File: config.mk
export PLATFORM = sky130hd
export DESIGN_NAME = instr_fetch_unit_flat
export DESIGN_NICKNAME = d
export VERILOG_FILES = /design/src/rtl/mips_pkg.sv /design/src/rtl/instr_fetch_unit_if.sv /design/src/rtl/next_pc_calc.sv /design/src/rtl/instr_fetch_unit.sv /design/src/flat_wrapper.sv
export SDC_FILE = /design/constraint.sdc
export NUM_CORES = 1
export LEC_CHECK = 0
export ABC_CLOCK_PERIOD_IN_PS = 5600
export BUFFER_PORTS_ARGS = -buffer_cell sky130_fd_sc_hd__buf_2
export CAP_MARGIN = 20
export CORE_AREA = 5 5 108 110
export CTS_BUF_LIST = sky130_fd_sc_hd__clkbuf_8 sky130_fd_sc_hd__clkbuf_16
export CTS_CLUSTER_DIAMETER = 40
export CTS_CLUSTER_SIZE = 10
export DETAILED_ROUTE_END_ITERATION = 7
export DIE_AREA = 0 0 113 115
export GPL_TIMING_DRIVEN = 0
export PLACE_DENSITY = 0.82
export SYNTH_ARGS = -nofsm -noshare
export SYNTH_HDL_FRONTEND = slang
export SYNTH_SLANG_ARGS = --single-unit
File: constraint.sdc
create_clock -name clk -period 5.6 [get_ports clk]
set_clock_uncertainty 0.1 [all_clocks]
set_input_delay 0.28 -clock clk [delete_from_list [all_inputs] [get_ports clk]]
set_output_delay 0.28 -clock clk [all_outputs]
set_load 0.005 [all_outputs]
File: src/rtl/mips_pkg.sv
// Shared MIPS definitions for the fetch stage: opcodes, fetch FSM states, default reset PC.
package mips_pkg;

    localparam logic [5:0] OP_RTYPE = 6'b000000;
    localparam logic [5:0] OP_J     = 6'b000010;
    localparam logic [5:0] OP_BEQ   = 6'b000100;
    localparam logic [5:0] OP_BNE   = 6'b000101;

    localparam logic [31:0] DEFAULT_RESET_PC = 32'h0000_0000;

    typedef enum logic {
        FS_REQ   = 1'b0,
        FS_VALID = 1'b1
    } fetch_state_t;

    // BEQ and BNE differ only in opcode bit 0, i.e. instr[26].
    function automatic logic is_bne(input logic [31:0] instr);
        return instr[26];
    endfunction

endpackage

File: src/rtl/instr_fetch_unit_if.sv
// Instruction-memory request/ready bus between the fetch unit (master) and memory (slave).
interface instr_fetch_unit_if;

    logic        imem_req;
    logic [31:0] imem_addr;
    logic        imem_ready;
    logic [31:0] imem_rdata;

    modport master (
        output imem_req,
        output imem_addr,
        input  imem_ready,
        input  imem_rdata
    );

    modport slave (
        input  imem_req,
        input  imem_addr,
        output imem_ready,
        output imem_rdata
    );

endinterface

File: src/rtl/next_pc_calc.sv
// Combinational next-PC selection: jump over taken branch over sequential, all modulo 2^32.
module next_pc_calc
    import mips_pkg::*;
(
    input  logic [31:0] pc,
    input  logic [31:0] instr,
    input  logic        branch,
    input  logic        jump,
    input  logic        alu_zero,
    output logic [31:0] next_pc
);

    logic [31:0] pc_plus4;
    logic [31:0] br_offset;
    logic [31:0] jump_target;
    logic        taken;

    assign pc_plus4    = pc + 32'd4;
    assign br_offset   = {{14{instr[15]}}, instr[15:0], 2'b00};
    assign jump_target = {pc_plus4[31:28], instr[25:0], 2'b00};
    assign taken       = is_bne(instr) ? !alu_zero : alu_zero;

    always_comb begin
        next_pc = pc_plus4;
        if (jump) begin
            next_pc = jump_target;
        end else if (branch && taken) begin
            next_pc = pc_plus4 + br_offset;
        end
    end

endmodule

File: src/rtl/instr_fetch_unit.sv
// Fetch stage: PC register, imem req/ready handshake, instr hold until retire.
// Optional perf counters (retired_cnt, stall_cnt) enabled by defining FETCH_PERF_CNT_EN.
module instr_fetch_unit
    import mips_pkg::*;
#(
    parameter logic [31:0] RESET_PC = DEFAULT_RESET_PC
`ifdef FETCH_PERF_CNT_EN
    , parameter int CNT_W = 32
`endif
) (
    input  logic                clk,
    input  logic                rst,
    instr_fetch_unit_if.master  imem,
    output logic [31:0]         instr,
    output logic                instr_valid,
    output logic [31:0]         pc,
    output logic [31:0]         pc_plus4,
    input  logic                retire,
    input  logic                branch,
    input  logic                jump,
    input  logic                alu_zero
`ifdef FETCH_PERF_CNT_EN
    , output logic [CNT_W-1:0]  retired_cnt
    , output logic [CNT_W-1:0]  stall_cnt
`endif
);

    fetch_state_t state_q, state_d;
    logic [31:0]  pc_q, pc_d;
    logic [31:0]  instr_q, instr_d;
    logic         instr_valid_q, instr_valid_d;
    logic         imem_req_q, imem_req_d;
    logic [31:0]  next_pc;

    next_pc_calc u_next_pc (
        .pc       (pc_q),
        .instr    (instr_q),
        .branch   (branch),
        .jump     (jump),
        .alu_zero (alu_zero),
        .next_pc  (next_pc)
    );

    // A retire raises imem_req on the same edge that loads the new PC, giving
    // 2 cycles per instruction; only the post-reset fetch pays an idle REQ cycle.
    always_comb begin
        state_d       = state_q;
        pc_d          = pc_q;
        instr_d       = instr_q;
        instr_valid_d = instr_valid_q;
        imem_req_d    = imem_req_q;
        case (state_q)
            FS_REQ: begin
                if (!imem_req_q) begin
                    imem_req_d = 1'b1;
                end else if (imem.imem_ready) begin
                    instr_d       = imem.imem_rdata;
                    instr_valid_d = 1'b1;
                    imem_req_d    = 1'b0;
                    state_d       = FS_VALID;
                end
            end
            FS_VALID: begin
                if (retire) begin
                    pc_d          = next_pc;
                    instr_valid_d = 1'b0;
                    imem_req_d    = 1'b1;
                    state_d       = FS_REQ;
                end
            end
            default: state_d = FS_REQ;
        endcase
    end

    always_ff @(posedge clk) begin
        if (rst) begin
            state_q       <= FS_REQ;
            pc_q          <= RESET_PC;
            instr_q       <= 32'h0;
            instr_valid_q <= 1'b0;
            imem_req_q    <= 1'b0;
        end else begin
            state_q       <= state_d;
            pc_q          <= pc_d;
            instr_q       <= instr_d;
            instr_valid_q <= instr_valid_d;
            imem_req_q    <= imem_req_d;
        end
    end

    assign imem.imem_req  = imem_req_q;
    assign imem.imem_addr = pc_q;
    assign instr          = instr_q;
    assign instr_valid    = instr_valid_q;
    assign pc             = pc_q;
    assign pc_plus4       = pc_q + 32'd4;

`ifdef FETCH_PERF_CNT_EN
    logic [CNT_W-1:0] retired_cnt_q, retired_cnt_d;
    logic [CNT_W-1:0] stall_cnt_q, stall_cnt_d;

    always_comb begin
        retired_cnt_d = retired_cnt_q;
        stall_cnt_d   = stall_cnt_q;
        if (state_q == FS_VALID && retire) begin
            retired_cnt_d = retired_cnt_q + CNT_W'(1);
        end
        if (state_q == FS_REQ && imem_req_q && !imem.imem_ready) begin
            stall_cnt_d = stall_cnt_q + CNT_W'(1);
        end
    end

    always_ff @(posedge clk) begin
        if (rst) begin
            retired_cnt_q <= '0;
            stall_cnt_q   <= '0;
        end else begin
            retired_cnt_q <= retired_cnt_d;
            stall_cnt_q   <= stall_cnt_d;
        end
    end

    assign retired_cnt = retired_cnt_q;
    assign stall_cnt   = stall_cnt_q;
`endif

endmodule
File: src/flat_wrapper.sv
// flat-port wrapper written by rule: the top's interface ports become plain ports
module instr_fetch_unit_flat import mips_pkg::*;
#(
    parameter logic [31:0] RESET_PC = DEFAULT_RESET_PC

)
  (clk, rst, instr, instr_valid, pc, pc_plus4, retire, branch, jump, alu_zero, imem_imem_req, imem_imem_addr, imem_imem_ready, imem_imem_rdata);
  instr_fetch_unit_if imem_i ();
  input  logic clk;
  input  logic rst;
  output logic [31:0] instr;
  output logic instr_valid;
  output logic [31:0] pc;
  output logic [31:0] pc_plus4;
  input  logic retire;
  input  logic branch;
  input  logic jump;
  input  logic alu_zero;
  output wire logic [$bits(imem_i.imem_req)-1:0] imem_imem_req;
  output wire logic [$bits(imem_i.imem_addr)-1:0] imem_imem_addr;
  input wire logic [$bits(imem_i.imem_ready)-1:0] imem_imem_ready;
  input wire logic [$bits(imem_i.imem_rdata)-1:0] imem_imem_rdata;
  assign imem_imem_req = imem_i.imem_req;
  assign imem_imem_addr = imem_i.imem_addr;
  assign imem_i.imem_ready = imem_imem_ready;
  assign imem_i.imem_rdata = imem_imem_rdata;
  instr_fetch_unit #(.RESET_PC(RESET_PC)) u_core (.clk(clk), .rst(rst), .imem(imem_i), .instr(instr), .instr_valid(instr_valid), .pc(pc), .pc_plus4(pc_plus4), .retire(retire), .branch(branch), .jump(jump), .alu_zero(alu_zero));
endmodule
==> results of run 1 <==
-- cell usage in the layout, fill, tap and decap left out, drive strengths merged, types with 3 or more instances in the layout --
| cell | count |
|---|---|
| nor3b | 3 |
| a22oi | 4 |
| conb | 6 |
| nor2b | 5 |
| o21a | 7 |
| nor2 | 44 |
| inv | 13 |
| xnor2 | 33 |
| nand3 | 14 |
| or3 | 3 |
| a21o | 14 |
| and2 | 4 |
| and4 | 3 |
| nand2 | 136 |
| clkinv | 4 |
| dfxtp | 65 |
| and3 | 9 |
| a211oi | 7 |
| xor2 | 22 |
| o211ai | 24 |
| nand4 | 8 |
| o21ai | 29 |
| a21oi | 84 |
| nand2b | 7 |
| buf | 198 |
| ha | 36 |
| clkbuf | 42 |
| nor3 | 11 |
| o21bai | 6 |
| a31oi | 6 |
-- through the flow --
step / util, % / total power [W] / setup slack, ns / std cells / hold WS, ns
floorplan: - / 0.000628 / 1.69 / 702 / 0.316
global placement: 57.8 / 0.000704 / 0.721 / 1003 / 0.338
detailed placement: 57.8 / 0.000708 / 0.742 / 1003 / 0.345
CTS: 59.6 / 0.00111 / 0.716 / 1019 / 0.0587
global route: 59.6 / 0.00116 / 0.218 / 1019 / 0.0522
finish: 59.6 / 0.00111 / 0.633 / 1019 / 0.0583
-- critical path, cell delays in order (launching register included) --
cell and delay, ns:
dfxtp_1 0.51, and3_1 0.27, and3_1 0.33, nor4bb_1 0.58, nand2b_1 0.24, xnor2_1 0.41
ha_1 0.37, a21oi_1 0.16, nand2_1 0.07, a221oi_1 0.28, nand2_1 0.13, o211ai_2 0.18
or4b_1 0.46, a31oi_1 0.23, xor2_1 0.25, o21bai_2 0.16, o2111ai_1 0.11
-- power breakdown --
part	internal, W	switching (W)	leakage, nW
sequential	0.000480	0.0000230	0.528
combinational	0.0000810	0.000116	2.46
clock	0.000215	0.000196	0.102
total	0.000775	0.000336	3.09
-- area by class of cell --
type                            count  share of cell area (%)
Inverter                           13                   0.772
Buffer                             69                    6.23
Sequential cell                    65                    20.6
Multi-Input combinational cell    555                    53.8
Tap cell                          140                    2.77
Clock inverter                      6                   0.910
Clock buffer                       10                    2.18
Timing Repair Buffer              161                    12.7
-- state kept, by name, indices dropped and copies added (netlist names) --
name                   count
u_core.imem.imem_addr     30
u_core.imem.imem_req       1
u_core.instr              32
u_core.instr_valid         1
u_core.state_q             1
-- per-layer routing --
| layer | up-vias | routed length [um] |
|---|---|---|
| li1 | 2773 | - |
| met1 | 2541 | 6800 |
| met2 | 238 | 7660 |
| met3 | 29 | 1550 |
| met4 | 2 | 337 |
| met5 | - | 7 |
-- cells by family (layout without fill, tap and decap cells) --
kind of cell | count (synthesis) | after routing | synth area share (%)
simple gates | 255 | 255 | 22.2
compound gates | 202 | 202 | 25.1
buf+inv | 82 | 259 | 8.64
flops | 65 | 65 | 25.4
xor+xnor | 55 | 55 | 9.39
fa+ha+maj | 37 | 37 | 9.17
other cells | 1 | 6 | 0.0731
-- worst max-delay path by stage --
stage,from,to,slack (ns),cells past startpoint
finish,u_core.imem.imem_addr[4],u_core.imem.imem_addr[31],0.63,16
global route,u_core.imem.imem_addr[4],u_core.imem.imem_addr[31],0.22,16
CTS,u_core.imem.imem_addr[4],u_core.imem.imem_addr[31],0.72,16
detailed placement,u_core.imem.imem_addr[4],u_core.imem.imem_addr[31],0.74,16
global placement,u_core.imem.imem_addr[4],u_core.imem.imem_addr[31],0.72,16
floorplan,u_core.imem.imem_addr[2],u_core.imem.imem_addr[31],1.69,16
==> results.cfg, run 1 <==
[sta]
tns_ns = 0
finalSetupViolCount = 0
fin_crit_sh_pct = 88.7
rsz0062_at_grt = false
drv_slew = 0
min_period_ns = 4.97
hold_violations = 0
slew-limit-headroom_pct = 39.3
max_freq_mhz = 201
tightest_slew_ns = 0.909

[global_route]
use_met1_pct = 31.5
grt_max_degree = 24
global_route.usage.met3_pct = 6.47
grt.busiest_layer = met2
antenna_found_initial = 1
grt_pass1_wl_mm = 26.2
track_usage_pct = 24.7
use_met2_pct = 40.9
grt_pass1_vias = 5340
globalRouteOverflowTotal = 0

[clocking]
clk_latency_ns = 0.35
cts_tree = yes
cts_root_buf = clkbuf_8
numClockSinks = 65
cts_hold_buffers = 0
clkTransAtPathRegs_ns = 0.08
cts_resized = 0
numCtsBuffers = 9
cts.path.max_buffers = 2
htreeDepth = 3
cts_setup_buffers = 0

[setup_path]
cp_data_required_time_ns = 5.71
cp.arrival_ns = 5.08
r2r_start = u_core.imem.imem_addr[4]
timing.rr.end = u_core.imem.imem_addr[31]
start_kind = register
worstPathMaxFanout = 7
ff2ff_setup_slack_ns = 0.63
cp-end-kind = register
criticalPathCategory = register to register
reg2reg_depth = 16

[synth]
synth_edf_count = 0
syn-cell-area_sq_um = 5130
synthMostInstantiatedCell = nand2_1
synthArstFlopShare_pct = 0
synthTopCellsByCount = 136 x nand2_1, 83 x a21oi_1, 65 x dfxtp_1
synth_area_leader_cell = dfxtp_1
synth_warnings = 0
syn_area_per_cell_sq_um = 7.36
yosys.area.top_type_share_pct = 25.4
synthFlopType = dfxtp_1
ys_types = 57
syn_inst = 697
synthTopCellsByArea = dfxtp_1 25%, nand2_1 10%, ha_1 8.8%
ys_ff_latch = 65
yosysSeqAreaShare_pct = 25.4

[power_and_ir_drop]
vdd_drop_max_v = 0.000129
cellLeakagePower_nw = 3.09
pwr_density_cell_nw_per_um2 = 176

[min_path]
min_path_type = input pin to register
hold_end = u_core.instr[10]
hold_depth = 3
hold_start = imem_imem_rdata[10]

[detailed_routing]
vias = 5583
first_pass_iters = 5
detail_route.wl_per_cell_um = 16.0
viasPerCell = 5.48
drcViolationCount = 0
dr.first_iter.drc_count = 337
wirelength_mm = 16.4
drtAntennaViolNets = 0

[die]
initial_core_util_pct = 48.4
die_area_sq_um = 13000
coreArea_sq_um = 10600
die_h_um = 115
die_x_um = 113
num_io_pins = 169
num_rows = 38

[cells_and_area]
nets = 950
n_antenna_cell = 0
areaGrowthSynthToFinish_pct = 23.3
multi_input_area_sq_um = 3400
regArea_sq_um = 1300
stdcell_area_sq_um = 6320
fillers = 1031
drive_gt1_share_pct = 25.4

[place]
place_area_sq_um = 6130
io_buffer_count = 161
gp_congestion = 0.912
dp.final_hpwl_mm = 12.6

[flow_run]
cap_viol_max_count = 0

[status]
status = completed
(Power assumes the default switching activity.)
==> run 2, diff against run 1 <==
CORE_AREA = 5 5 107 109   (was 5 5 108 110)
DIE_AREA = 0 0 112 114   (was 0 0 113 115)
PLACE_DENSITY = 0.83   (was 0.82)
TNS_END_PERCENT = 1   (was default)
==> results.cfg, run 2 (synthesized netlist as in run 1, its figures left out) <==
[clocking]
htreeDepth = 3
numClockSinks = 65
cts_resized = 0
numCtsBuffers = 9
cts_hold_buffers = 0
cts.path.max_buffers = 2
cts_setup_buffers = 0
clkTransAtPathRegs_ns = 0.08
clk_latency_ns = 0.34
cts_tree = yes
cts_root_buf = clkbuf_8

[sta]
tightest_slew_ns = 0.921
fin_ws_ns = 0.683
fin_crit_sh_pct = 87.8
hold_violations = 0
drv_slew = 0
slew-limit-headroom_pct = 38.5
max_freq_mhz = 203
tns_ns = 0
finalSetupViolCount = 0
rsz0062_at_grt = false
min_period_ns = 4.92

[die]
die_area_sq_um = 12800
die_x_um = 112
coreArea_sq_um = 10500
num_rows = 38
initial_core_util_pct = 48.8
num_io_pins = 169
die_h_um = 114

[cells_and_area]
nets = 950
final_core_util_pct = 60.1
n_antenna_cell = 0
areaGrowthSynthToFinish_pct = 23.1
layout_common_cells = 161 x buf_2, 136 x nand2_1, 83 x a21oi_1
drive_gt1_share_pct = 25.3
final_common_cell = buf_2
largest_reg_flops = 32

[place]
post-place-ws_ns = 0.791
io_buffer_count = 161
dp.final_hpwl_mm = 12.8
gp_congestion = 0.937

[detailed_routing]
first_pass_iters = 5
viasPerCell = 5.51
drtAntennaViolNets = 0
vias = 5608
detail_route.wl_per_cell_um = 16.1
wirelength_mm = 16.4
dr.first_iter.drc_count = 456
drcViolationCount = 0

[setup_path]
path_buf_inv = 0
start_kind = register
slowest_delay_ns = 0.56
critical-path-top-delay-family = simple AND/OR/NAND/NOR gates
cp-end-kind = register
cp_data_required_time_ns = 5.70
cp_slowest_cell = nor4bb_1
worstPathMaxFanout = 7
cp.arrival_ns = 5.02
path_cells = and3_1 -> and3_1 -> nor4bb_1 -> nand2b_1 -> nor2_1 -> nand2_1 -> xnor2_1 -> ha_1 -> nand2_1 -> o21ai_0 -> or4b_1 -> a31oi_1 -> xor2_1 -> o21bai_2 -> o2111ai_1
criticalPathCategory = register to register

[min_path]
min_path_type = input pin to register

[global_route]
grt_pass1_wl_mm = 26.5
grt_pass1_vias = 5231
globalRouteOverflowTotal = 0
grt_max_degree = 24
track_usage_pct = 25.3
antenna_found_initial = 0

[status]
status = completed

[power_and_ir_drop]
cellLeakagePower_nw = 3.08
pwr_density_cell_nw_per_um2 = 172
vdd_drop_max_v = 0.000135

[flow_run]
cap_viol_max_count = 0
==> run 2: cell types whose count changed in the layout (fill, tap and decap cells not counted) <==
cell | previous run | this run
clkbuf_8 | 10 | 9
clkinvlp_4 | 1 | 2
clkinv_2 | 4 | 3
==> run 2: worst reg2reg max path, stage by stage, from the launching register on <==
cell and delay, ns:
dfxtp_1 0.49, and3_1 0.27, and3_1 0.31, nor4bb_1 0.56, nand2b_1 0.24, nor2_1 0.47
nand2_1 0.20, xnor2_1 0.34, ha_1 0.32, nand2_1 0.08, o21ai_0 0.10, or4b_1 0.53
a31oi_1 0.22, xor2_1 0.26, o21bai_2 0.17, o2111ai_1 0.11
==> run 2: power breakdown <==
group / internal [W] / leakage (nW) / switching, W / total (W)
clock: 0.000201 / 0.0909 / 0.000187 / 0.000388
combinational: 0.0000809 / 2.46 / 0.000117 / 0.000198
sequential: 0.000480 / 0.528 / 0.0000230 / 0.000503
==> run 2: final timing paths <==
kind                                  from                         to  slack [ns]  depth (start not counted)
hold reg to reg           u_core.instr[31]           u_core.instr[31]        0.35                          2
hold / removal         imem_imem_rdata[11]           u_core.instr[11]        0.07                          3
setup / recovery  u_core.imem.imem_addr[4]  u_core.imem.imem_addr[31]        0.68                         15
setup reg to reg  u_core.imem.imem_addr[4]  u_core.imem.imem_addr[31]        0.68                         15
==> run 2: area by class of cell <==
class | instances | area (sq um)
tap | 140 | 175
timing repair buffer | 161 | 806
multi-input combinational | 555 | 3400
clock inverter | 6 | 60.1
sequential | 65 | 1300
inverter | 13 | 48.8
buffer | 69 | 394
clock buffer | 9 | 124
fill | 1009 | 4200
==> run 2: stage by stage <==
step / hold WS [ns] / instances / instance area [sq um] / power (W)
6_report: 0.0655 / 1018 / 6310 / 0.00109
3_3_place_gp: 0.339 / 1003 / 6130 / 0.000705
5_1_grt: 0.0674 / 1018 / 6310 / 0.00114
3_5_place_dp: 0.345 / 1003 / 6130 / 0.000708
4_1_cts: 0.0625 / 1018 / 6310 / 0.00109
2_1_floorplan: 0.316 / 702 / 5150 / 0.000628
==> run 2: layer usage <==
| metal | track usage [%] | vias to the layer above | share of wire (%) |
|---|---|---|---|
| li1 | - | 2777 | - |
| met1 | 32.7 | 2571 | 42 |
| met2 | 43.2 | 239 | 48 |
| met3 | 6.21 | 21 | 9.1 |
| met4 | 5.05 | 0 | 1.2 |
| met5 | 0 | - | 0 |
